===== src/rtl/gray_tracker_if.sv =====
// Signal bundle between a Gray-code counter and its downstream tracker:
// counter-side inputs in, decoded count and status out.
interface gray_tracker_if #(
  parameter int unsigned WRAP_W = 8
);
  logic [2:0]        Gray;
  logic              CntReset;
  logic              Clear;
  logic [2:0]        Bin;
  logic              Step;
  logic              Wrap;
  logic [WRAP_W-1:0] WrapCount;
  logic              Error;

  modport master (
    output Gray, CntReset, Clear,
    input  Bin, Step, Wrap, WrapCount, Error
  );

  modport slave (
    input  Gray, CntReset, Clear,
    output Bin, Step, Wrap, WrapCount, Error
  );
endinterface


===== src/rtl/gray_tracker.sv =====
// Monitors a 3-bit Gray counter: decodes to binary, checks for legal +1 steps,
// counts 7->0 wraps (saturating) and raises a sticky error on illegal moves.
module gray_tracker #(
  parameter int unsigned WRAP_W = 8
) (
  input  logic           Clk,
  input  logic           Reset,
  gray_tracker_if.slave  bus
);

  typedef enum logic [1:0] {
    S_INIT  = 2'd0,
    S_TRACK = 2'd1,
    S_ERROR = 2'd2
  } state_t;

  localparam logic [WRAP_W-1:0] WC_ONE = WRAP_W'(1);

  state_t            state_q, state_d;
  logic [2:0]        prev_q,  prev_d;
  logic [2:0]        bin_q,   bin_d;
  logic              step_q,  step_d;
  logic              wrap_q,  wrap_d;
  logic [WRAP_W-1:0] wcnt_q,  wcnt_d;
  logic              err_q,   err_d;

  logic [2:0]        g_bin;
  logic [2:0]        p_bin;
  logic [2:0]        p_next;
  logic [WRAP_W-1:0] wbase;

  function automatic logic [2:0] gray2bin(input logic [2:0] g);
    gray2bin = {g[2], g[2] ^ g[1], g[2] ^ g[1] ^ g[0]};
  endfunction

  always_comb begin
    state_d = state_q;
    prev_d  = prev_q;
    bin_d   = bin_q;
    step_d  = 1'b0;
    wrap_d  = 1'b0;
    wcnt_d  = wcnt_q;
    err_d   = err_q;

    g_bin  = gray2bin(bus.Gray);
    p_bin  = gray2bin(prev_q);
    p_next = p_bin + 3'd1;
    // Clear takes effect first, so a wrap in the same cycle counts from zero.
    wbase  = bus.Clear ? '0 : wcnt_q;

    unique case (state_q)
      S_INIT: begin
        prev_d  = bus.Gray;
        bin_d   = g_bin;
        wcnt_d  = wbase;
        err_d   = 1'b0;
        state_d = S_TRACK;
      end

      S_TRACK: begin
        wcnt_d = wbase;
        if (bus.Clear) begin
          err_d = 1'b0;
        end
        if (bus.CntReset) begin
          prev_d = '0;
          bin_d  = '0;
          if (bus.Gray != 3'b000) begin
            err_d   = 1'b1;
            state_d = S_ERROR;
          end
        end else if (bus.Gray == prev_q) begin
          // no change: hold
        end else if (g_bin == p_next) begin
          prev_d = bus.Gray;
          bin_d  = g_bin;
          step_d = 1'b1;
          if (p_bin == 3'd7) begin
            wrap_d = 1'b1;
            if (wbase != '1) begin
              wcnt_d = wbase + WC_ONE;
            end
          end
        end else begin
          err_d   = 1'b1;
          state_d = S_ERROR;
        end
      end

      S_ERROR: begin
        if (bus.Clear) begin
          wcnt_d = '0;
        end
        if (bus.Clear || bus.CntReset) begin
          err_d   = 1'b0;
          state_d = S_INIT;
        end
      end

      default: begin
        state_d = S_INIT;
      end
    endcase
  end

  always_ff @(posedge Clk or negedge Reset) begin
    if (!Reset) begin
      state_q <= S_INIT;
      prev_q  <= '0;
      bin_q   <= '0;
      step_q  <= 1'b0;
      wrap_q  <= 1'b0;
      wcnt_q  <= '0;
      err_q   <= 1'b0;
    end else begin
      state_q <= state_d;
      prev_q  <= prev_d;
      bin_q   <= bin_d;
      step_q  <= step_d;
      wrap_q  <= wrap_d;
      wcnt_q  <= wcnt_d;
      err_q   <= err_d;
    end
  end

  assign bus.Bin       = bin_q;
  assign bus.Step      = step_q;
  assign bus.Wrap      = wrap_q;
  assign bus.WrapCount = wcnt_q;
  assign bus.Error     = err_q;

  a_err_not_step: assert property (@(posedge Clk) disable iff (!Reset) !(err_q && step_q));

endmodule


===== src/flat_wrapper.sv =====
// flat-port wrapper written by rule: the top's interface ports become plain ports
module gray_tracker_flat 
#(
  parameter int unsigned WRAP_W = 8
)
  (Clk, Reset, bus_Gray, bus_CntReset, bus_Clear, bus_Bin, bus_Step, bus_Wrap, bus_WrapCount, bus_Error);
  gray_tracker_if #(.WRAP_W(WRAP_W)) bus_i ();
  input  logic Clk;
  input  logic Reset;
  input wire logic [$bits(bus_i.Gray)-1:0] bus_Gray;
  input wire logic [$bits(bus_i.CntReset)-1:0] bus_CntReset;
  input wire logic [$bits(bus_i.Clear)-1:0] bus_Clear;
  output wire logic [$bits(bus_i.Bin)-1:0] bus_Bin;
  output wire logic [$bits(bus_i.Step)-1:0] bus_Step;
  output wire logic [$bits(bus_i.Wrap)-1:0] bus_Wrap;
  output wire logic [$bits(bus_i.WrapCount)-1:0] bus_WrapCount;
  output wire logic [$bits(bus_i.Error)-1:0] bus_Error;
  assign bus_i.Gray = bus_Gray;
  assign bus_i.CntReset = bus_CntReset;
  assign bus_i.Clear = bus_Clear;
  assign bus_Bin = bus_i.Bin;
  assign bus_Step = bus_i.Step;
  assign bus_Wrap = bus_i.Wrap;
  assign bus_WrapCount = bus_i.WrapCount;
  assign bus_Error = bus_i.Error;
  gray_tracker #(.WRAP_W(WRAP_W)) u_core (.Clk(Clk), .Reset(Reset), .bus(bus_i));
endmodule

===== config.mk =====
export PLATFORM = sky130hd
export DESIGN_NAME = gray_tracker_flat
export DESIGN_NICKNAME = d
export VERILOG_FILES = /design/src/rtl/gray_tracker_if.sv /design/src/rtl/gray_tracker.sv /design/src/flat_wrapper.sv
export SDC_FILE = /design/constraint.sdc
export NUM_CORES = 1
export LEC_CHECK = 0
export CELL_PAD_IN_SITES_DETAIL_PLACEMENT = 0
export CELL_PAD_IN_SITES_GLOBAL_PLACEMENT = 1
export CORE_MARGIN = 2
export CORE_UTILIZATION = 35
export DETAILED_ROUTE_END_ITERATION = 16
export PLACE_DENSITY_LB_ADDON = 0.25
export SLEW_MARGIN = 30
export SYNTH_ARGS = -nofsm -noshare
export SYNTH_HDL_FRONTEND = slang
export SYNTH_SLANG_ARGS = --single-unit

===== constraint.sdc =====
create_clock -name Clk -period 2.36 [get_ports Clk]
set_input_delay 0.472 -clock Clk [delete_from_list [all_inputs] [get_ports Clk]]
set_output_delay 0.472 -clock Clk [all_outputs]
set_load 0.005 [all_outputs]

==> results of run 1 <==
-- registers in the layout (all words and copies together), names as in the netlist --
register              cells
u_core.state_q            2
u_core.bus.Error          1
u_core.bus.WrapCount      8
u_core.bus.Wrap           1
u_core.bus.Bin            3
u_core.prev_q             2
u_core.bus.Step           1
-- final cells by class --
cell class | count | area, µm² | area share
inverters | 5 | 18.8 | 0.0110
flip-flops and latches | 18 | 450 | 0.263
well taps | 46 | 57.6 | 0.0336
clock buffers | 3 | 22.5 | 0.0132
multi-input cells | 103 | 748 | 0.437
repair buffers | 47 | 414 | 0.242
-- through the flow --
stage / setup slack (ns) / std cells / TNS, ns
CTS: -0.0908 / 221 / -0.542
global route: -0.192 / 222 / -2.39
global placement: -0.290 / 215 / -3.38
floorplan: -0.175 / 135 / -0.464
detailed placement: -0.362 / 215 / -4.32
finish: -0.0946 / 222 / -0.532
-- layer usage --
metal	vias to the layer above	global-route usage
met2	18	0.280
li1	553	-
met1	502	0.203
met4	0	0.0500
met3	4	0.0216
met5	-	0
-- layout by cell type, fill, tap and decap left out, types with 2 or more instances in the layout --
master / netlist / routed
a21oi_1: 4 / 4
a31oi_1: 3 / 2
and4_1: 2 / 2
buf_4: 3 / 24
buf_6: 2 / 3
clkbuf_4: 0 / 3
clkdlybuf4s50_1: 0 / 20
dfrtp_1: 18 / 18
inv_1: 5 / 5
mux2_4: 3 / 3
mux2i_1: 7 / 5
mux2i_4: 0 / 2
nand2_1: 27 / 26
nand3_1: 6 / 6
nand4_1: 2 / 2
nor2_1: 8 / 7
nor2b_1: 4 / 3
nor3_1: 2 / 2
nor4_1: 3 / 3
nor4b_1: 2 / 2
o21ai_0: 3 / 3
xnor2_1: 5 / 5
xor2_1: 3 / 3
-- worst max-delay path, cell delays in order (launching register included) --
cell	delay [ns]
dfrtp_1	0.40
xor2_1	0.17
ha_1	0.32
xnor2_2	0.21
mux2_4	0.34
a211oi_4	0.33
o21ai_1	0.11
nor2b_4	0.16
mux2_4	0.30
-- logic make-up after synthesis --
family	after synthesis	share of synthesized area
muxes	10	0.0952
buffers and inverters	14	0.0662
xor gates and xnor gates	10	0.0901
adders and majority gates	1	0.0104
DFF	18	0.373
AOI/OAI and AO/OA	17	0.0911
and+or+nand+nor	65	0.274
-- report_power, final --
group / leakage, µW / internal [µW] / switching [µW]
registers: 0.000237 / 382 / 68.9
logic: 0.000516 / 805 / 625
clock network: 0.0000138 / 59.3 / 98.0
total: 0.000766 / 1250 / 792
-- worst paths after layout --
| path | to | startpoint | cells past startpoint | slack (ns) |
|---|---|---|---|---|
| setup / recovery | u_core.bus.Bin[1] | u_core.prev_q[1] | 8 | -0.09 |
| hold / removal | u_core.bus.Error | u_core.bus.Error | 2 | 0.49 |
| setup reg to reg | u_core.bus.Bin[1] | u_core.prev_q[1] | 8 | -0.09 |
| hold reg to reg | u_core.bus.Error | u_core.bus.Error | 2 | 0.49 |
| max in group asynchronous | u_core.prev_q[0] | Reset | 2 | 1.66 |
| min in group asynchronous | u_core.bus.WrapCount[2] | Reset | 2 | 0.50 |
-- timing repair --
item / CTS / global route
gates cloned: 0 / 0
pin swaps: 6 / 4
endpoints found under the setup margin: 13 / 18
resized for setup: 8 / 7
buffers inserted: 3 / 1
==> results by group, run 1 <==
Run status
  • Outcome: complete, but fails checks
  • Failing checks: negative setup slack

Hold path
  • Worst Hold Class: flip-flop to flip-flop

Timing
  • Setup violations, final: 13
  • Worst slew pin tran: 0.364 ns
  • Setup Skew: 0.00420 ns
  • Fin crit period: 2.45 ns
  • Final Hold Fails: 0
  • Final number of max-transition violations: 0
  • Setup ws final: -0.0946 ns
  • Relative slew slack: 0.755
  • Fmax: 407 MHz
  • RSZ-0062 raised after global routing: true
  • Hold slack: 0.490 ns
  • Fin crit share: 1.04

Cells and area
  • Final Cell Area: 1710 µm²
  • Area grow syn2layout: 41.6%
  • Proportion of layout cells with a drive suffix above 1: 0.250
  • Ant. Diodes: 0
  • Layout net count: 186
  • Fillcell total: 341
  • Fin util: 0.513

Synthesis
  • Ys async rst share: 1.00
  • Synth unique cells: 39
  • Top-count cell post-synth: nand2_1
  • Sequential element share of the synthesized area: 0.373
  • Mapped Area: 1210 µm²
  • Synth Flop Type: dfrtp_1
  • Top cells by area, synth: dfrtp_1 (37%), nand2_1 (8.4%), mux2i_1 (5.8%), mux2_4 (3.7%), xnor2_1 (3.6%)
  • Post-Synthesis Cells: 135
  • Post-synth EDFFs: 0
  • Syn Area/Cell: 8.95 µm²
  • Synthesized flop and latch total: 18
  • Top cell type by total area after synthesis: dfrtp_1
  • Synth top area share: 0.373
  • Post-synth net total: 143
  • Yosys warns: 0
  • Post-synth top cells: nand2_1 (27), dfrtp_1 (18), nor2_1 (8), mux2i_1 (7), nand3_1 (6)

Clock network
  • Clock Tree Buf Depth: 2
  • # hold bufs at CTS: 0
  • Clk pin slew, worst setup/hold paths: 0.11 ns
  • Clk Latency, worst-skew pair: 0.29 ns
  • Clk sinks: 18
  • CTS tree: built
  • Root buf cell: clkbuf_4
  • CTS buffer count: 3
  • CTS H-tree lvls: 1

Route
  • Residual DRC: 0
  • Highest metal layer with signal wires: met4
  • Final wirelength: 2890 µm
  • Final ANT Viol Nets: 0
  • Via Count: 1,077
  • TritonRoute pass-1 iters: 4
  • WL met1: 1330 µm
  • Vias per Instance: 4.85
  • Metal3 WL: 91 µm
  • DR WL/cell: 13.0 µm
  • Met2 Wirelength: 1440 µm
  • Drt initial violations: 34

Floorplanning
  • # IOs: 21
  • Die area: 3940 µm²
  • Core area: 3340 µm²
  • Die Span Y: 62.8 µm
  • Starting Density: 0.362
  • Core Rows: 21
  • Die Wd: 62.8 µm

Critical path
  • CP Max Fanout: 5
  • Setup crit end kind: flip-flop
  • Startpoint Class: flip-flop
  • CP Class: flip-flop to flip-flop
  • Worst EP arrival: 2.64 ns
  • CP Data Required Time: 2.54 ns

Power
  • Total power: 2040 µW
  • Max IR drop VDD: 0.402 mV
  • LEAKAGE: 0.000766 µW
  • Pwr Density: 1190 nW/µm²

Placed design
  • Port Buffer Count: 20
  • RePlAce Congestion: 0.754
  • Post-placement cell area: 1590 µm²
  • DPL Wire Length: 2190 µm

GRT
  • GRT Total Usage: 0.159
  • First-pass GRT wire length: 5040 µm
  • Initial antenna violation count: 0
  • GRT overflow: 0
  • Number of global-route vias before repair: 1,112
  • Largest net degree at the start of global routing: 19

Run
  • Max Cap Viol: 0
(Power assumes the default switching activity.)
==> run 2: changes to the inputs <==
--- a/config.mk
+++ b/config.mk
@@ -8,7 +8,7 @@
 export CELL_PAD_IN_SITES_DETAIL_PLACEMENT = 0
 export CELL_PAD_IN_SITES_GLOBAL_PLACEMENT = 1
 export CORE_MARGIN = 2
-export CORE_UTILIZATION = 35
+export CORE_UTILIZATION = 42
 export DETAILED_ROUTE_END_ITERATION = 16
 export PLACE_DENSITY_LB_ADDON = 0.25
 export SLEW_MARGIN = 30
==> constraint.sdc (replaced) <==
create_clock -name Clk -period 3.04 [get_ports Clk]
set_input_delay 0.608 -clock Clk [delete_from_list [all_inputs] [get_ports Clk]]
set_output_delay 0.608 -clock Clk [all_outputs]
set_load 0.005 [all_outputs]
==> results by group, run 2 (same netlist as run 1, synthesis figures left out) <==
Timing
  • Setup Skew: 0.00862 ns
  • Fin crit period: 2.73 ns
  • Final number of max-transition violations: 0
  • Final Hold Fails: 0
  • Setup ws final: 0.314 ns
  • Setup violations, final: 0
  • RSZ-0062 raised after global routing: false
  • Hold slack: 0.477 ns
  • Worst slew pin tran: 0.859 ns
  • Relative slew slack: 0.425
  • Fmax: 367 MHz
  • Setup Total Neg Slack: 0 ns
  • Fin crit share: 0.897

Floorplanning
  • # IOs: 21
  • Die area: 3320 µm²
  • Die Span Y: 57.6 µm
  • Core area: 2730 µm²
  • Core Rows: 19
  • Die Wd: 57.6 µm
  • Starting Density: 0.442

Critical path
  • Most common cell on crit path: mux2_4
  • Worst path max stage delay: 0.50 ns
  • CP Data Required Time: 3.25 ns
  • Critical R2R Capture: u_core.bus.Bin[0]
  • Reg2Reg Depth: 8
  • CP Max Fanout: 9
  • CP delay by family, top: multiplexers
  • Worst path buffer plus inverter count: 0
  • Setup crit end kind: flip-flop
  • Worst EP arrival: 2.94 ns
  • R2r setup slk: 0.31 ns
  • Crit path max-delay cell type: dfrtp_1
  • Cell Chain, Critical Path: xor2_1, ha_1, xnor2_2, mux2_4, a211oi_2, o21ai_1, nor2b_1, mux2_4
  • CP Class: flip-flop to flip-flop
  • Reg-to-reg startpoint: u_core.prev_q[1]
  • Startpoint Class: flip-flop

Route
  • TritonRoute pass-1 iters: 4
  • DR WL/cell: 14.8 µm
  • Residual DRC: 0
  • Final ANT Viol Nets: 0
  • Drt initial violations: 23
  • Via Count: 1,018
  • Vias per Instance: 5.50
  • Final wirelength: 2740 µm

Hold path
  • Hold path startpoint: u_core.bus.Error
  • Min-Delay Path Depth: 2
  • Worst Hold Class: flip-flop to flip-flop
  • Hold endpoint: u_core.bus.Error

Run
  • Max Cap Viol: 0

Cells and area
  • Proportion of layout cells with a drive suffix above 1: 0.0974
  • Ant. Diodes: 0
  • Most common cell after layout, fill and taps aside: nand2_1
  • Area grow syn2layout: 20.2%
  • Most frequent cells in the layout: nand2_1 (27), clkdlybuf4s50_1 (20), dfrtp_1 (18)
  • Fillcell total: 253
  • Max reg flops: 8
  • Layout net count: 163

Clock network
  • CTS buffer count: 3
  • Root buf cell: clkbuf_4
  • Clock Tree Buf Depth: 2
  • CTS tree: built
  • CTS-repair resized insts: 0
  • CTS H-tree lvls: 1
  • # hold bufs at CTS: 0
  • Clk Latency, worst-skew pair: 0.31 ns
  • Clk sinks: 18
  • Clk pin slew, worst setup/hold paths: 0.12 ns
  • Setup bufs post-CTS: 0

GRT
  • Largest net degree at the start of global routing: 19
  • Initial antenna violation count: 0
  • Number of global-route vias before repair: 969
  • GRT Total Usage: 0.181
  • GRT overflow: 0
  • First-pass GRT wire length: 4610 µm

Placed design
  • Dpl ws: 0.113 ns
  • DPL Wire Length: 2040 µm
  • Port Buffer Count: 20
  • RePlAce Congestion: 0.831

Power
  • Total power: 1180 µW
  • Pwr Density: 816 nW/µm²
  • LEAKAGE: 0.000636 µW
  • Max IR drop VDD: 0.587 mV

Run status
  • Outcome: complete, no violations
-- run 2: changes by cell type in the layout (fill, tap and decap cells not counted), moves of 2 or more --
cell     change
mux2i_1      +2
mux2i_4      -2
buf_4       -20
buf_6        -3
-- run 2: how the worst max path moves through the flow --
stage,start,endpoint,slack (ns),cells past startpoint
finish,u_core.prev_q[1],u_core.bus.Bin[0],0.31,8
floorplan,u_core.bus.Bin[2],u_core.bus.Bin[0],0.44,10
global placement,bus_Gray[0],u_core.prev_q[0],0.17,8
detailed placement,bus_Gray[0],u_core.bus.WrapCount[1],0.11,7
CTS,u_core.prev_q[1],u_core.bus.Bin[0],0.29,8
global route,u_core.prev_q[1],u_core.prev_q[0],0.14,9
-- run 2: metrics by stage --
stage	area, µm²	util	std cells
after floorplan	1210	-	135
after global placement	1420	0.518	181
after detailed placement	1420	0.518	181
after CTS	1450	0.531	185
after global routing	1450	0.531	185
final	1450	0.531	185
-- run 2: area by class of cell --
class,count,area (µm²),share of cell area
Clock buffer,4,36.3,0.0250
Timing Repair Buffer,24,230,0.158
Inverter,5,18.8,0.0129
Tap cell,31,38.8,0.0267
Multi-Input combinational cell,103,678,0.467
Sequential cell,18,450,0.310
-- run 2: per-layer routing --
metal	global-route usage	share of wire	up-vias
met4	0.0797	0.019	0
met3	0.0201	0.024	5
met2	0.289	0.47	17
li1	-	-	508
met5	0	0	-
met1	0.249	0.48	488
-- run 2: power by group --
part / total (µW) / internal, µW / switching [µW]
clock network: 158 / 73.2 / 84.3
logic: 658 / 323 / 336
registers: 369 / 296 / 73.0
-- run 2: worst register-to-register path, delay by kind of cell (launching register included) --
kind / cells / cell delay (ns)
AO/OA/AOI/OAI: 2 / 0.46
AND/OR/NAND/NOR: 1 / 0.18
multiplexers: 2 / 0.65
flip-flops: 1 / 0.50
adder cells (fa/ha/maj): 1 / 0.35
XOR/XNOR: 2 / 0.48
==> run 3: changes to the inputs <==
--- a/config.mk
+++ b/config.mk
@@ -8,8 +8,9 @@
 export CELL_PAD_IN_SITES_DETAIL_PLACEMENT = 0
 export CELL_PAD_IN_SITES_GLOBAL_PLACEMENT = 1
 export CORE_MARGIN = 2
-export CORE_UTILIZATION = 42
+export CORE_UTILIZATION = 39
 export DETAILED_ROUTE_END_ITERATION = 16
+export HOLD_SLACK_MARGIN = 0.03
 export PLACE_DENSITY_LB_ADDON = 0.25
 export SLEW_MARGIN = 30
 export SYNTH_ARGS = -nofsm -noshare
==> constraint.sdc (replaced) <==
create_clock -name Clk -period 3.01 [get_ports Clk]
set_input_delay 0.602 -clock Clk [delete_from_list [all_inputs] [get_ports Clk]]
set_output_delay 0.602 -clock Clk [all_outputs]
set_load 0.005 [all_outputs]
==> results by group, run 3 (same netlist as run 1, synthesis figures left out) <==
Floorplanning
  • Die Wd: 59.7 µm
  • # IOs: 21
  • Die area: 3560 µm²
  • Core Rows: 20
  • Starting Density: 0.402
  • Core area: 3000 µm²
  • Die Span Y: 59.7 µm

Route
  • DR WL/cell: 14.6 µm
  • Residual DRC: 0
  • Final ANT Viol Nets: 0
  • Via Count: 1,029
  • Vias per Instance: 5.42
  • Drt initial violations: 24
  • TritonRoute pass-1 iters: 4
  • Final wirelength: 2770 µm

Critical path
  • Critical R2R Capture: u_core.bus.Bin[0]
  • Setup crit end kind: flip-flop
  • Worst EP arrival: 2.94 ns
  • Crit path max-delay cell type: dfrtp_1
  • Reg2Reg Depth: 8
  • Most common cell on crit path: mux2_4
  • Worst path max stage delay: 0.49 ns
  • CP Class: flip-flop to flip-flop
  • Cell Chain, Critical Path: xor2_1, ha_1, xnor2_2, mux2_4, a211oi_2, o21ai_1, nor2b_1, mux2_4
  • Reg-to-reg startpoint: u_core.prev_q[1]
  • Startpoint Class: flip-flop
  • CP Max Fanout: 9
  • R2r setup slk: 0.26 ns
  • CP Data Required Time: 3.20 ns

Run
  • Max Cap Viol: 0

GRT
  • GRT Total Usage: 0.179
  • Number of global-route vias before repair: 1,072
  • First-pass GRT wire length: 4820 µm
  • Initial antenna violation count: 0
  • GRT overflow: 0
  • Met3 Use GR: 0.0238
  • GRT busiest layer: met2
  • Largest net degree at the start of global routing: 19
  • Met1 Use GR: 0.225
  • GR met2 Demand/Resource: 0.309

Clock network
  • CTS-repair resized insts: 0
  • Clk pin slew, worst setup/hold paths: 0.11 ns
  • Clk sinks: 18
  • CTS tree: built
  • Setup bufs post-CTS: 0
  • Clk Latency, worst-skew pair: 0.30 ns
  • Root buf cell: clkbuf_4
  • CTS buffer count: 3
  • CTS H-tree lvls: 1
  • # hold bufs at CTS: 0
  • Clock Tree Buf Depth: 2

Timing
  • Fin crit period: 2.75 ns
  • Setup violations, final: 0
  • Setup Skew: 0.00488 ns
  • Final Hold Fails: 0
  • Setup Total Neg Slack: 0 ns
  • Final number of max-transition violations: 0
  • Fmax: 364 MHz
  • Fin crit share: 0.913
  • Worst slew pin tran: 0.849 ns
  • Relative slew slack: 0.432
  • RSZ-0062 raised after global routing: false

Cells and area
  • Layout net count: 166
  • Max reg flops: 8
  • Fillcell total: 295
  • Ant. Diodes: 0
  • Most frequent cells in the layout: nand2_1 (27), clkdlybuf4s50_1 (20), dfrtp_1 (18)
  • Post-route insts no fill: 190
  • Area grow syn2layout: 22.3%
  • Most common cell after layout, fill and taps aside: nand2_1
  • Fin util: 0.492
  • Proportion of layout cells with a drive suffix above 1: 0.115

Hold path
  • Hold path startpoint: u_core.bus.Error
  • Worst Hold Class: flip-flop to flip-flop
  • Min-Delay Path Depth: 2
  • Hold endpoint: u_core.bus.Error

Power
  • Total power: 1220 µW
  • Max IR drop VDD: 0.255 mV
  • LEAKAGE: 0.000650 µW
  • Pwr Density: 823 nW/µm²

Placed design
  • DPL Wire Length: 2090 µm
  • Cell count after placement: 186
  • RePlAce Congestion: 0.786
  • Port Buffer Count: 20

Run status
  • Outcome: complete, no violations
==> run 3: worst max-delay path: cells and delay by family (launching register included) <==
family                   cells  cell delay, ns
multiplexers                 2            0.64
AO/OA/AOI/OAI                2            0.52
flip-flops                   1            0.49
XOR/XNOR                     2            0.45
adder cells (fa/ha/maj)      1            0.34
AND/OR/NAND/NOR              1            0.19
==> run 3: routing by layer <==
layer,part of all wire,wire (µm)
met1,0.45,1240
met2,0.49,1370
met3,0.043,118
met4,0.015,41
met5,0,0
==> run 3: metrics by stage <==
stage          area, µm²  worst slack (ns)  hold WS [ns]
2_1_floorplan       1210             0.408         0.306
5_1_grt             1480            0.0666         0.510
4_1_cts             1480             0.241         0.496
6_report            1480             0.263         0.495
3_3_place_gp        1440             0.146         0.454
3_5_place_dp        1440            0.0908         0.470
==> run 3: how the worst max path moves through the flow <==
stage                           start                end  slack (ns)  cells past startpoint
CTS                  u_core.prev_q[1]  u_core.bus.Bin[2]        0.24                      9
floorplan           u_core.bus.Bin[2]  u_core.bus.Bin[0]        0.41                     10
global placement          bus_Gray[1]  u_core.bus.Bin[1]        0.15                      7
finish               u_core.prev_q[1]  u_core.bus.Bin[0]        0.26                      8
global route         u_core.prev_q[1]   u_core.prev_q[1]        0.07                      9
detailed placement        bus_Gray[1]  u_core.bus.Bin[2]        0.09                      8
==> run 3: report_power, final <==
part	total, µW	internal (µW)	switching, µW	leakage (µW)
Combinational	692	351	341	0.000392
Clock	153	73.8	79.6	0.0000210
Sequential	371	299	72.1	0.000237
Total	1220	724	492	0.000650
==> run 3: area by class of cell <==
| type | count | area, µm² | share of cell area |
|---|---|---|---|
| flip-flops and latches | 18 | 450 | 0.305 |
| multi-input cells | 103 | 678 | 0.459 |
| repair buffers | 27 | 253 | 0.171 |
| well taps | 33 | 41.3 | 0.0279 |
| inverters | 5 | 18.8 | 0.0127 |
| clock buffers | 4 | 36.3 | 0.0246 |
==> RTL edit 1 (settings of run 1) <==
`WRAP_W` is set to 8 in 3 places; all go to 6.
--- a/src/rtl/gray_tracker_if.sv
+++ b/src/rtl/gray_tracker_if.sv
@@ -1,7 +1,7 @@
 // Signal bundle between a Gray-code counter and its downstream tracker:
 // counter-side inputs in, decoded count and status out.
 interface gray_tracker_if #(
-  parameter int unsigned WRAP_W = 8
+  parameter int unsigned WRAP_W = 6
 );
   logic [2:0]        Gray;
   logic              CntReset;
--- a/src/rtl/gray_tracker.sv
+++ b/src/rtl/gray_tracker.sv
@@ -1,7 +1,7 @@
 // Monitors a 3-bit Gray counter: decodes to binary, checks for legal +1 steps,
 // counts 7->0 wraps (saturating) and raises a sticky error on illegal moves.
 module gray_tracker #(
-  parameter int unsigned WRAP_W = 8
+  parameter int unsigned WRAP_W = 6
 ) (
   input  logic           Clk,
   input  logic           Reset,
--- a/src/flat_wrapper.sv
+++ b/src/flat_wrapper.sv
@@ -1,7 +1,7 @@
 // flat-port wrapper written by rule: the top's interface ports become plain ports
 module gray_tracker_flat 
 #(
-  parameter int unsigned WRAP_W = 8
+  parameter int unsigned WRAP_W = 6
 )
   (Clk, Reset, bus_Gray, bus_CntReset, bus_Clear, bus_Bin, bus_Step, bus_Wrap, bus_WrapCount, bus_Error);
   gray_tracker_if #(.WRAP_W(WRAP_W)) bus_i ();
Interface: changed (resized bus_WrapCount); port bits go from 21 to 19. The function was not compared with the original's and may differ.
==> RTL edit 1 against run 1 <==
Wire length decreased by 3.5%; sequential cell count down 2; first-iteration DRC count is 38% higher; clock skew shrank 0.0018 ns; synthesized area increased by 0.41%; final area fell by 8.6%; count of clock-buffer cells in the layout up 1; total power fell by 16%; setup slack improved by 0.27 ns; via count is 3.5% higher; critical endpoint is now u_core.bus.WrapCount[0].
==> RTL edit 1: results (changes against run 1) <==
outcome = finished clean (was finished, violations left)
R2R setup slack = 0.18 ns (was -0.09 ns)
max FFs per register = 6 (was 8)
sequential power share = 0.254 (was 0.221)
per-cell routed wire length = 13.3 um (was 13.0 um)
gp weighted congestion = 0.865 (was 0.754)
port bufs = 18 (was 20)
slowest stage delay, CP = 0.42 ns (was 0.40 ns)
Layout Nets = 173 (was 186)
R2R depth = 9 (was 8)
Pwr Density = 1100 nW/um^2 (was 1190 nW/um^2)
sw frac = 0.433 (was 0.388)
Pleak = 0.676 nW (was 0.766 nW)
Synth area leaders = dfrtp_1 (33%), mux2i_1 (4.9%), nand2_1 (4.0%), nor2_1 (4.0%), xor2_1 (3.6%) (was dfrtp_1 (37%), nand2_1 (8.4%), mux2i_1 (5.8%), mux2_4 (3.7%), xnor2_1 (3.6%))
Worst Hold Class = primary input to async pin (was flop to flop)
Fmax achieved = 458 MHz (was 407 MHz)
Netlist cell types = 46 (was 39)
Arrival @ worst endpoint = 2.36 ns (was 2.64 ns)
global-route wire length before repair = 5020 um (was 5040 um)
via density per instance = 5.33 (was 4.85)
commonest cells in the netlist = dfrtp_1 (16), nand2_1 (13), nor2_1 (13) (was nand2_1 (27), dfrtp_1 (18), nor2_1 (8))
register area share after synthesis = 0.330 (was 0.373)
CP max FO = 4 (was 5)
Worst VDD drop = 0.469 mV (was 0.402 mV)
relative slew slack = 0.727 (was 0.755)
syn nets = 145 (was 143)
comb pwr = 1.10 mW (was 1.43 mW)
met2 routed WL = 1310 um (was 1440 um)
met3 usage in global routing = 0.0414 (was 0.0216)
share of layout cells above drive strength 1 = 0.190 (was 0.250)
Global Route met1 Usage = 0.218 (was 0.203)
met3 routed WL = 121 um (was 91 um)
crit path capture = u_core.bus.WrapCount[0] (was u_core.bus.Bin[1])
largest net degree at the start of global routing = 17 (was 19)
Fin Clk Skew = 0.00244 ns (was 0.00420 ns)
dpl hpwl = 2150 um (was 2190 um)
==> RTL edit 1: cell types whose count changed in the layout (fill, tap and decap cells not counted), sizes merged, moves of 3 or more <==
| cell | delta |
|---|---|
| a22o | +3 |
| nor2 | +6 |
| nand2 | -13 |
| nand3 | +3 |
| mux2 | -3 |
| buf | -12 |
| and3 | +3 |
| o211ai | +5 |
| xor2 | +3 |
| a211o | +3 |
| a31oi | -3 |
==> RTL edit 1: cell type report <==
class,count,area [um^2]
Clock buffer,4,36.3
Fill cell,339,1770
Inverter,5,18.8
Multi-Input combinational cell,105,759
Sequential cell,16,400
Tap cell,46,57.6
Timing Repair Buffer,33,293
==> RTL edit 1: critical path, delay by kind of cell (launching register included) <==
family | cells | cell delay (ns)
xor+xnor | 2 | 0.40
flops | 1 | 0.42
simple gates | 1 | 0.17
compound gates | 2 | 0.20
fa+ha+maj | 1 | 0.25
mux | 2 | 0.46
buf+inv | 1 | 0.16
==> RTL edit 1: per-stage QoR <==
| step | area [um^2] | std cells | hold WS [ns] |
|---|---|---|---|
| after floorplan | 1210 | 136 | 0.176 |
| after global placement | 1500 | 204 | 0.517 |
| after detailed placement | 1500 | 204 | 0.515 |
| after CTS | 1540 | 208 | 0.490 |
| after global routing | 1570 | 209 | 0.501 |
| final | 1570 | 209 | 0.486 |
==> RTL edit 1: kinds of logic (layout without fill, tap and decap cells) <==
family	count (synthesis)	in the layout	synth area share
flops	16	16	0.330
mux	6	6	0.0495
buf+inv	15	42	0.0608
xor+xnor	10	10	0.0938
fa+ha+maj	2	2	0.0206
simple gates	62	62	0.282
compound gates	25	25	0.163
==> RTL edit 1: what timing repair did <==
item / 4_1_cts / 5_1_grt
endpoints found under the setup margin: 0 / 9
setup buffers: 0 / 1
gates resized for setup: 0 / 3
==> RTL edit 2 (flow settings as in run 1) <==
Without the edit above. The 3 states of `state_t` get a one-hot encoding in 3 bits.
--- a/src/rtl/gray_tracker.sv
+++ b/src/rtl/gray_tracker.sv
@@ -8,10 +8,10 @@
   gray_tracker_if.slave  bus
 );
 
-  typedef enum logic [1:0] {
-    S_INIT  = 2'd0,
-    S_TRACK = 2'd1,
-    S_ERROR = 2'd2
+  typedef enum logic [2:0] {
+    S_INIT  = 3'b001,
+    S_TRACK = 3'b010,
+    S_ERROR = 3'b100
   } state_t;
 
   localparam logic [WRAP_W-1:0] WC_ONE = WRAP_W'(1);
Behaviour: same outputs for any inputs over 10 cycles, from zero or initial values and one cycle with Reset low; not proved beyond that.
==> RTL edit 2 against run 1 <==
The flow still finishes with violations (setup timing); synthesized area up 17%; critical path depth did not move; cell count increased by 15%; total power is 22% higher; first-iteration DRC count grew to 2.8 times the old value; setup slack worse by 0.053 ns; final area is 14% higher; wire length up 30%; sequential cell count increased by 1; sequential power is 27% higher; worst hold slack improved by 0.071 ns; clock skew is 0.0013 ns higher; core utilization decreased by 1.7 points; critical endpoint is now u_core.bus.WrapCount[2]; largest cell class unchanged.
==> RTL edit 2: results (changes against run 1) <==
clock network share of area = 0.0230 (was 0.0132)
mux contribution to synthesized area = 0.0213 (was 0.0952)
gp weighted congestion = 0.831 (was 0.754)
dpl hpwl = 2770 um (was 2190 um)
Worst Hold Class = primary input to async pin (was flop to flop)
delay-heaviest family, CP = simple AND/OR/NAND/NOR gates (was multiplexers)
Clock Buffer Count = 4 (was 3)
commonest cells in the netlist = dfrtp_1 (18), nand2_1 (18), nor2_1 (11) (was nand2_1 (27), dfrtp_1 (18), nor2_1 (8))
clk_lat worst skew = 0.25 ns (was 0.29 ns)
Setup-failing EPs final = 13 (unchanged)
global-route wire length before repair = 6310 um (was 5040 um)
Fin Clk Skew = 0.00550 ns (was 0.00420 ns)
met3 routed WL = 165 um (was 91 um)
Synth area leaders = dfrtp_1 (32%), nand2_1 (4.8%), a21oi_1 (3.2%), nor2b_1 (3.1%), nor2_1 (2.9%) (was dfrtp_1 (37%), nand2_1 (8.4%), mux2i_1 (5.8%), mux2_4 (3.7%), xnor2_1 (3.6%))
Pleak = 0.795 nW (was 0.766 nW)
root buffer cell = clkbuf_8 (was clkbuf_4)
via density per instance = 5.45 (was 4.85)
dpl ws = -0.361 ns (was -0.362 ns)
Multi-input gate area = 911 um^2 (was 748 um^2)
M2 GR Usage = 0.294 (was 0.280)
vias = 1390 (was 1077)
slowest stage delay, CP = 0.55 ns (was 0.40 ns)
total grt overflow = 0 (unchanged)
Multi-In Gates = 126 (was 103)
register area share after synthesis = 0.338 (was 0.373)
sw frac = 0.435 (was 0.388)
XOR/XNOR Fraction of Synth Area = 0.0657 (was 0.0901)
failing checks = setup timing (unchanged)
outcome = finished, violations left (unchanged)
Global Route met1 Usage = 0.249 (was 0.203)
Die W = 67.5 um (was 62.8 um)
post-synthesis compound-gate area fraction = 0.252 (was 0.0911)
hold_ws = 0.561 ns (was 0.490 ns)
multi-input gate share of total cell area = 0.466 (was 0.437)
Slowest cell on crit path = or4_4 (was dfrtp_1)
Layout Nets = 214 (was 186)
Netlist cell types = 56 (was 39)
Routed WL = 3760 um (was 2890 um)
largest net degree at the start of global routing = 20 (was 19)
relative slew slack = 0.630 (was 0.755)
NonClk Buf Share = 0.227 (was 0.242)
Fin Setup TNS = -0.777 ns (was -0.532 ns)
post-route setup slack = -0.148 ns (was -0.0946 ns)
Inst Count DP = 248 (was 215)
Inverters = 4 (was 5)
Worst VDD drop = 0.713 mV (was 0.402 mV)
Yosys reg bits = 19 (was 18)
Reg clk slew, reported paths = 0.07 ns (was 0.11 ns)
Post-Synth Adder-Cell Area = 0.00887 (was 0.0104)
crit path capture = u_core.bus.WrapCount[2] (was u_core.bus.Bin[1])
number of global-route vias before repair = 1327 (was 1112)
sequential cell area = 477 um^2 (was 450 um^2)
Fill cells = 368 (was 341)
met1 wire length = 1790 um (was 1330 um)
met3 usage in global routing = 0.0383 (was 0.0216)
[RTL edit 2: cell count changes in the layout (fill, tap and decap cells not counted), sizes merged, moves of 3 or more]
cell	delta
nor2	+3
a311o	+3
or4	+4
a21oi	+6
o311ai	+3
mux2	-3
xnor2	-3
mux2i	-4
or3	+3
nand3	-3
o21ai	+6
nand2	-9
nor2b	+3
buf	+5
[RTL edit 2: power by group through the flow]
stage                     combinational (mW)  sequential (mW)  clock, mW
after floorplan                        0.997            0.552          0
after global placement                  1.52            0.571          0
after detailed placement                1.54            0.576          0
after CTS                               1.63            0.571      0.239
after global routing                    1.85            0.590      0.255
final                                   1.69            0.572      0.228
[RTL edit 2: worst register-to-register path: stages (launching register included)]
cell	delay [ns]
dfrtp_1	0.39
xor2_1	0.17
ha_1	0.33
xnor2_2	0.22
mux2i_1	0.25
a221oi_2	0.14
or4_4	0.55
o311ai_4	0.24
o41ai_2	0.10
